`config.mk`:
```
export PLATFORM = sky130hd
export DESIGN_NAME = mem_arbiter
export DESIGN_NICKNAME = d
export VERILOG_FILES = /design/src/rtl/mem_arbiter.sv
export SDC_FILE = /design/constraint.sdc
export NUM_CORES = 1
export LEC_CHECK = 0
export CORE_ASPECT_RATIO = 0.9
export CORE_UTILIZATION = 40
export DETAILED_ROUTE_END_ITERATION = 10
export GPL_TIMING_DRIVEN = 0
export PLACE_DENSITY = 0.84
export SLEW_MARGIN = 5
export SYNTH_ARGS = -nofsm -noshare
export SYNTH_HDL_FRONTEND = slang
export SYNTH_SLANG_ARGS = --single-unit
```
`constraint.sdc`:
```
create_clock -name clk -period 5.08 [get_ports clk]
set_clock_uncertainty 0.15 [all_clocks]
set_input_delay 1.016 -clock clk [delete_from_list [all_inputs] [get_ports clk]]
set_output_delay 1.016 -clock clk [all_outputs]
set_load 0.005 [all_outputs]
```
`src/rtl/mem_arbiter.sv`:
```
// Round-robin arbiter that shares one single-port memory between two requesters,
// with a bounded lock so one port can hold the bus for multi-byte sequences.
module mem_arbiter #(
    parameter int unsigned DATA_WIDTH   = 8,
    parameter int unsigned ADDR_WIDTH   = 16,
    parameter int unsigned READ_LATENCY = 1,
    parameter int unsigned MAX_LOCK     = 4
) (
    input  logic                  clk,
    input  logic                  rst_n,
    input  logic                  a_req,
    input  logic                  a_we,
    input  logic                  a_lock,
    input  logic [ADDR_WIDTH-1:0] a_addr,
    input  logic [DATA_WIDTH-1:0] a_wdata,
    output logic                  a_gnt,
    output logic                  a_rvalid,
    output logic [DATA_WIDTH-1:0] a_rdata,
    input  logic                  b_req,
    input  logic                  b_we,
    input  logic                  b_lock,
    input  logic [ADDR_WIDTH-1:0] b_addr,
    input  logic [DATA_WIDTH-1:0] b_wdata,
    output logic                  b_gnt,
    output logic                  b_rvalid,
    output logic [DATA_WIDTH-1:0] b_rdata,
    output logic                  mem_en,
    output logic                  mem_we,
    output logic [ADDR_WIDTH-1:0] mem_addr,
    output logic [DATA_WIDTH-1:0] mem_wdata,
    input  logic [DATA_WIDTH-1:0] mem_rdata,
    output logic                  busy,
    output logic                  owner
);

    localparam int unsigned CNT_W = $clog2(MAX_LOCK + 1);
    localparam int unsigned LAT_W = $clog2(READ_LATENCY + 1);

    typedef enum logic [1:0] {
        S_IDLE,
        S_ACCESS,
        S_WAIT
    } state_t;

    state_t           r_state;
    logic             r_last;
    logic             r_lock_hold;
    logic [CNT_W-1:0] r_lock_cnt;
    logic             r_via_lock;
    logic [LAT_W-1:0] r_wait_cnt;

    logic w_any;
    logic w_win;
    logic w_lock_act;
    logic w_via_lock;
    logic w_holder_req;

    // Winner selection from the requests sampled in IDLE; 0 = A, 1 = B.
    always_comb begin
        w_any        = a_req | b_req;
        w_lock_act   = r_lock_hold && (r_lock_cnt < CNT_W'(MAX_LOCK));
        w_holder_req = r_last ? b_req : a_req;
        w_via_lock   = 1'b0;
        w_win        = b_req;
        if (a_req && b_req) begin
            if (w_lock_act) begin
                w_win      = r_last;
                w_via_lock = 1'b1;
            end else begin
                w_win = ~r_last;
            end
        end
    end

    always_ff @(posedge clk or negedge rst_n) begin
        if (!rst_n) begin
            r_state     <= S_IDLE;
            r_last      <= 1'b1;
            r_lock_hold <= 1'b0;
            r_lock_cnt  <= '0;
            r_via_lock  <= 1'b0;
            r_wait_cnt  <= '0;
            a_gnt       <= 1'b0;
            b_gnt       <= 1'b0;
            a_rvalid    <= 1'b0;
            b_rvalid    <= 1'b0;
            a_rdata     <= '0;
            b_rdata     <= '0;
            mem_en      <= 1'b0;
            mem_we      <= 1'b0;
            mem_addr    <= '0;
            mem_wdata   <= '0;
            busy        <= 1'b0;
            owner       <= 1'b0;
        end else begin
            a_gnt    <= 1'b0;
            b_gnt    <= 1'b0;
            a_rvalid <= 1'b0;
            b_rvalid <= 1'b0;
            mem_en   <= 1'b0;
            case (r_state)
                S_IDLE: begin
                    // A holder that walks away gives up its lock.
                    if (r_lock_hold && !w_holder_req) begin
                        r_lock_hold <= 1'b0;
                    end
                    if (w_any) begin
                        r_last     <= w_win;
                        owner      <= w_win;
                        r_via_lock <= w_via_lock;
                        mem_en     <= 1'b1;
                        mem_we     <= w_win ? b_we    : a_we;
                        mem_addr   <= w_win ? b_addr  : a_addr;
                        mem_wdata  <= w_win ? b_wdata : a_wdata;
                        a_gnt      <= ~w_win;
                        b_gnt      <= w_win;
                        busy       <= 1'b1;
                        r_state    <= S_ACCESS;
                    end
                end
                S_ACCESS: begin
                    r_lock_hold <= r_last ? b_lock : a_lock;
                    r_lock_cnt  <= r_via_lock ? r_lock_cnt + CNT_W'(1) : '0;
                    if (mem_we) begin
                        busy    <= 1'b0;
                        r_state <= S_IDLE;
                    end else begin
                        r_wait_cnt <= LAT_W'(1);
                        r_state    <= S_WAIT;
                    end
                end
                S_WAIT: begin
                    // Memory data is valid in the last wait cycle; hand it to the winner.
                    if (r_wait_cnt == LAT_W'(READ_LATENCY)) begin
                        if (r_last) begin
                            b_rdata  <= mem_rdata;
                            b_rvalid <= 1'b1;
                        end else begin
                            a_rdata  <= mem_rdata;
                            a_rvalid <= 1'b1;
                        end
                        busy    <= 1'b0;
                        r_state <= S_IDLE;
                    end else begin
                        r_wait_cnt <= r_wait_cnt + LAT_W'(1);
                    end
                end
                default: begin
                    busy    <= 1'b0;
                    r_state <= S_IDLE;
                end
            endcase
        end
    end

endmodule

```
==> impl_metrics.csv, run 1 <==
group,metric,value,unit
synthesis,synth.top_cells.by_area,"dfrtp_1 58%, mux2i_1 11%, a21oi_1 5.2%, mux2_2 4.2%, nor2_1 4.2%",
synthesis,dominantRegCellSynth,"dfrtp_1",
place,place_hpwl,4.27,mm
power,peakVddDrop,0.362,mV
flow_run,cap_violations,0,
timing,rsz0062_at_grt,"false",
die,core_area,5760,um2
place,numPortBuffers,111,
grt,grt_use_met2,0.332,
grt,grt_pass1_vias,2009,
worst_setup_path,crit_buf_inv,3,
clocking,clk-insertion-delay-late,0.33,ns
timing,final.setup.tns,0,ns
die,die_h,75.9,um
grt,use_met3,0.0784,
synthesis,async_reset_ff_frac,1.00,
worst_setup_path,start_kind,"input pin",
synthesis,syn-num-nets,264,
synthesis,synth_mux_area_frac,0.186,
clocking,htreeDepth,3,
synthesis,synth_commonest_cells,"56 x dfrtp_1, 27 x nor2_1, 26 x mux2i_1",
detailed_routing,drt-pass1-iter-count,7,
synthesis,ys_types,32,
timing,post-route-worst-setup-slack,2.61,ns
clocking,ctsHoldBuffers,0,
detailed_routing,routed_wl,5.82,mm
timing,finalHoldViolCount,0,
clocking,postCtsSetupBuffers,0,
detailed_routing,wl_per_cell,14.7,um
power,pwr_density_cell,557,nW/um2
synthesis,synth_area,2430,um2
synthesis,synth_top_family_by_area,"multiplexers",
clocking,clkTransAtPathRegs,0.06,ns
synthesis,synthAdderAreaFrac,0.00515,
die,die-area,6390,um2
timing,final_max_slew_viol_count,0,
finish,nets,387,
synthesis,syn_area_per_cell,12.2,um2
finish,antenna_cells,0,
worst_setup_path,end_kind,"flip-flop",
die,rows,26,
worst_setup_path,worst-r2r-setup-slack,3.21,ns
synthesis,yosysTopAreaCell,"dfrtp_1",
hold_path,min_path_type,"flip-flop to flip-flop",
worst_setup_path,criticalPathCategory,"input pin to flip-flop",
place,dp_slack,2.28,ns
worst_setup_path,cp_max_fo,10,
worst_setup_path,cp_cell_sequence,"clkdlybuf4s50_1 -> nand2_1 -> o211ai_2 -> buf_6 -> buf_12 -> mux2i_1 -> a21oi_1",
clocking,cts_sinks,57,
timing,whs,0.326,ns
grt,grt_pass1_wl,9.62,mm
finish,syn_to_final_growth,58.0,%
grt,met1_usage,0.231,
clocking,cts_tree,"done",
synthesis,netlist_instances,199,
clocking,cts_buffer_depth,2,
synthesis,yosys_warnings,0,
worst_setup_path,arrival,2.51,ns
grt,grt_busiest_layer,"met2",
timing,slew_headroom,0.570,
synthesis,yosysTopAreaCellShare,0.577,
grt,grt_usage,0.199,
worst_setup_path,crit_slowest_cell,"clkdlybuf4s50_1",
worst_setup_path,cp_top_family,"buffers and inverters",
run_status,status,"finished with violations",
detailed_routing,drc_errors,10,
power,p_leak,1.70,nW
grt,overflow,0,
grt,antenna_found_initial,0,
synthesis,synth_xor_area_frac,0,
synthesis,synth_edf_count,0,
timing,clock.fmax,405,MHz
die,die_width,84.1,um
clocking,cts_resized,0,
die,ios,112,
timing,finalCritPeriodShare,0.486,
timing,period_needed,2.47,ns
synthesis,synth.most_common_cell,"dfrtp_1",
worst_setup_path,slowest_delay,0.55,ns
synthesis,synth_compound_area_frac,0.0866,
grt,grt_start_max_net_pins,31,
synthesis,synth_seq_cells,57,
finish,filler_cell_count,448,
clocking,root_buffer,"clkbuf_8",
die,start_util,0.422,
synthesis,yosys.area_share.simple,0.0922,
detailed_routing,drt_first_iter_violations,65,
timing,tightestPinTransition,0.644,ns
run_status,failed_checks,"DRC",
finish,drive_above_1_share,0.113,
synthesis,ys_seq_area_frac,0.588,
timing,finalSetupViolCount,0,
clocking,cts_inserted_buffers,9,
detailed_routing,antenna_left,0,
detailed_routing,via_per_inst,4.94,
place,routabilityCongestion,0.736,
worst_setup_path,cp.required,5.12,ns
detailed_routing,vias,1956,
[placed cells by master, fill, tap and decap left out, types with 2 or more instances in the layout]
cell type | synthesis | layout
clkdlybuf4s50_1 | 0 | 110
dfrtp_1 | 56 | 56
nor2_1 | 27 | 27
mux2i_1 | 26 | 26
a21oi_1 | 25 | 25
clkbuf_8 | 0 | 11
mux2_2 | 9 | 9
mux2_1 | 8 | 8
nand2_1 | 7 | 7
o21ai_0 | 6 | 6
clkbuf_1 | 4 | 5
inv_1 | 3 | 3
buf_2 | 2 | 3
buf_12 | 2 | 3
buf_6 | 2 | 2
and2b_1 | 2 | 2
a21o_1 | 2 | 2
nand2b_1 | 2 | 2
clkinv_2 | 0 | 2
[through the flow]
step | total power [mW] | std cells | utilization | area, um2
after floorplan | 1.19 | 199 | - | 2430
after global placement | 1.70 | 380 | 0.630 | 3630
after detailed placement | 1.73 | 381 | 0.633 | 3640
after CTS | 2.16 | 396 | 0.666 | 3840
after global routing | 2.28 | 396 | 0.666 | 3840
final | 2.14 | 396 | 0.666 | 3840
[where the power goes]
part	switching, mW	internal [mW]
Clock	0.170	0.249
Sequential	0.110	0.666
Combinational	0.381	0.560
[final cells by class]
type                       instances  area [um2]  share of cell area
clock buffer                      12         155              0.0404
sequential                        57        1430               0.372
multi-input combinational        128         898               0.234
tap                               70        87.6              0.0228
buffer                            10        87.6              0.0228
inverter                           4        15.0             0.00391
timing repair buffer             112        1130               0.293
clock inverter                     3        40.0              0.0104
[flip-flops by register name, summed over array words and instances (netlist names)]
name,count
mem_wdata,8
owner,1
b_gnt,1
r_lock_hold,1
a_gnt,1
mem_en,1
r_last,1
mem_we,1
r_state,2
b_rvalid,1
a_rdata,8
a_rvalid,1
r_lock_cnt,3
busy,1
r_via_lock,1
mem_addr,16
b_rdata,8
r_wait_cnt,1
[per-layer routing]
metal  up-vias  share of wire
li1        936              -
met4         0          0.010
met5         -              0
met1       953           0.41
met2        60           0.51
met3         7          0.063
[worst paths after layout]
kind	start	end	depth (start not counted)
max in group asynchronous	rst_n	r_last	2
worst max register to register	r_last	mem_wdata[2]	7
worst min-delay path	owner	owner	1
worst max-delay path	a_req	mem_wdata[2]	7
min in group asynchronous	rst_n	a_rdata[4]	1
worst min register to register	owner	owner	1
[cells by family (layout without fill, tap and decap cells)]
kind of cell             Yosys count  after routing
AO/OA/AOI/OAI                     38             38
buffers and inverters             14            141
AND/OR/NAND/NOR                   46             46
flip-flops                        57             57
multiplexers                      43             43
adder cells (fa/ha/maj)            1              1
Note: power is estimated with default switching activity, not from simulation.
==> run 2: changes to the inputs <==
==> constraint.sdc (replaced) <==
create_clock -name clk -period 2.3 [get_ports clk]
set_clock_uncertainty 0.15 [all_clocks]
set_input_delay 0.46 -clock clk [delete_from_list [all_inputs] [get_ports clk]]
set_output_delay 0.46 -clock clk [all_outputs]
set_load 0.005 [all_outputs]
==> impl_metrics.csv, run 2 (synthesized netlist as in run 1, its figures left out) <==
group,metric,value,unit
finish,syn_to_final_growth,58.4,%
finish,final_common_cell,"clkdlybuf4s50_1",
run_status,status,"finished with violations",
finish,multiInputGateArea,898,um2
grt,grt_pass1_vias,2014,
timing,rsz0062_at_grt,"false",
finish,mostFrequentLayoutCells,"110 x clkdlybuf4s50_1, 56 x dfrtp_1, 27 x nor2_1, 26 x mux2i_1, 25 x a21oi_1",
place,place_hpwl,4.27,mm
die,core_area,5760,um2
detailed_routing,antenna_left,0,
clocking,clk-insertion-delay-late,0.33,ns
die,die-area,6390,um2
finish,nets,388,
worst_setup_path,reg2regPathDepth,5,
clocking,cts_sinks,57,
clocking,clkTransAtPathRegs,0.06,ns
hold_path,holdPathStages,1,
clocking,cts_tree,"done",
timing,final_max_slew_viol_count,0,
hold_path,min_path_type,"flip-flop to flip-flop",
worst_setup_path,rr_endpoint,"mem_wdata[2]",
finish,final-seq-area,1430,um2
finish,antenna_cells,0,
finish,post-route-util,0.668,
timing,finalCritPeriodShare,0.830,
die,die_width,84.1,um
hold_path,worstHoldEndpoint,"owner",
grt,antenna_found_initial,0,
power,pwr_density_cell,1230,nW/um2
die,rows,26,
clocking,cts_buffer_depth,2,
detailed_routing,drc_errors,10,
clocking,htreeDepth,3,
detailed_routing,drt_first_iter_violations,60,
timing,clock.fmax,524,MHz
worst_setup_path,worst-r2r-setup-slack,0.43,ns
run_status,failed_checks,"DRC",
timing,final.setup.tns,0,ns
worst_setup_path,criticalPathCategory,"input pin to flip-flop",
finish,filler_cell_count,446,
grt,grt_start_max_net_pins,31,
finish,top_register,"mem_addr",
flow_run,cap_violations,0,
detailed_routing,wl_per_cell,14.8,um
grt,grt_usage,0.199,
finish,drive_above_1_share,0.113,
grt,grt_pass1_wl,9.63,mm
place,numPortBuffers,111,
place,routabilityCongestion,0.736,
detailed_routing,routed_wl,5.86,mm
timing,finalSetupViolCount,0,
timing,whs,0.326,ns
timing,tightestPinTransition,0.654,ns
power,p_leak,1.71,nW
timing,finalHoldViolCount,0,
hold_path,min_from,"owner",
clocking,postCtsSetupBuffers,0,
worst_setup_path,cp_max_fo,10,
worst_setup_path,worstReg2RegStart,"r_state[1]",
timing,period_needed,1.91,ns
timing,slew_headroom,0.564,
detailed_routing,vias,1969,
worst_setup_path,end_kind,"flip-flop",
clocking,root_buffer,"clkbuf_8",
die,die_h,75.9,um
worst_setup_path,arrival,1.95,ns
detailed_routing,drt-pass1-iter-count,7,
detailed_routing,via_per_inst,4.96,
power,peakVddDrop,0.853,mV
worst_setup_path,start_kind,"input pin",
worst_setup_path,cp.required,2.34,ns
die,start_util,0.422,
finish,largest_reg_flops,16,
grt,overflow,0,
die,ios,112,
clocking,cts_inserted_buffers,9,
run 2: changes by cell type in the layout (fill, tap and decap cells not counted):
cell           before  now
dlygate4sd3_1       0    1
run 2: what timing repair did:
action,4_1_cts,5_1_grt
hold endpoints to repair,14,0
resized for setup,0,0
hold buffers,1,0
run 2: worst max path at each step:
stage                from      endpoint  slack, ns
6_report            a_req  mem_wdata[2]       0.39
4_1_cts            mem_we        mem_we       0.41
5_1_grt        r_state[0]   mem_addr[8]       0.24
3_5_place_dp        a_req  mem_wdata[2]       0.06
3_3_place_gp        rst_n  mem_wdata[6]      -1.09
2_1_floorplan      r_last   mem_addr[0]       0.63
run 2: where the power goes:
part	total, mW	leakage, nW	switching, mW	internal (mW)
Clock	0.925	0.102	0.375	0.550
Combinational	2.08	0.936	0.844	1.24
Sequential	1.72	0.669	0.245	1.47
Total	4.72	1.71	1.46	3.26
run 2: per-layer routing:
metal,wire [um],track usage
met1,2440,0.230
met2,2980,0.334
met3,377,0.0784
met4,61,0.0724
met5,0,0
run 2: final cells by class:
cell class | count | share of cell area
Clock inverter | 3 | 0.0104
Clock buffer | 12 | 0.0403
Sequential cell | 57 | 0.371
Buffer | 10 | 0.0228
Multi-Input combinational cell | 128 | 0.233
Inverter | 4 | 0.00390
Tap cell | 70 | 0.0228
Timing Repair Buffer | 113 | 0.295
run 2: critical path: stages:
cell	delay, ns
clkdlybuf4s50_1	0.55
nand2_1	0.09
o211ai_2	0.15
buf_6	0.21
buf_12	0.16
mux2i_1	0.22
a21oi_1	0.11
run 2: per-stage QoR:
step                power [mW]  worst slack (ns)  instance area, um2  std cells
floorplan                 2.63             0.633                2430        199
global placement          3.75             -1.09                3630        380
detailed placement        3.83            0.0557                3640        381
CTS                       4.78             0.411                3850        397
global route              5.04             0.244                3850        397
finish                    4.72             0.391                3850        397
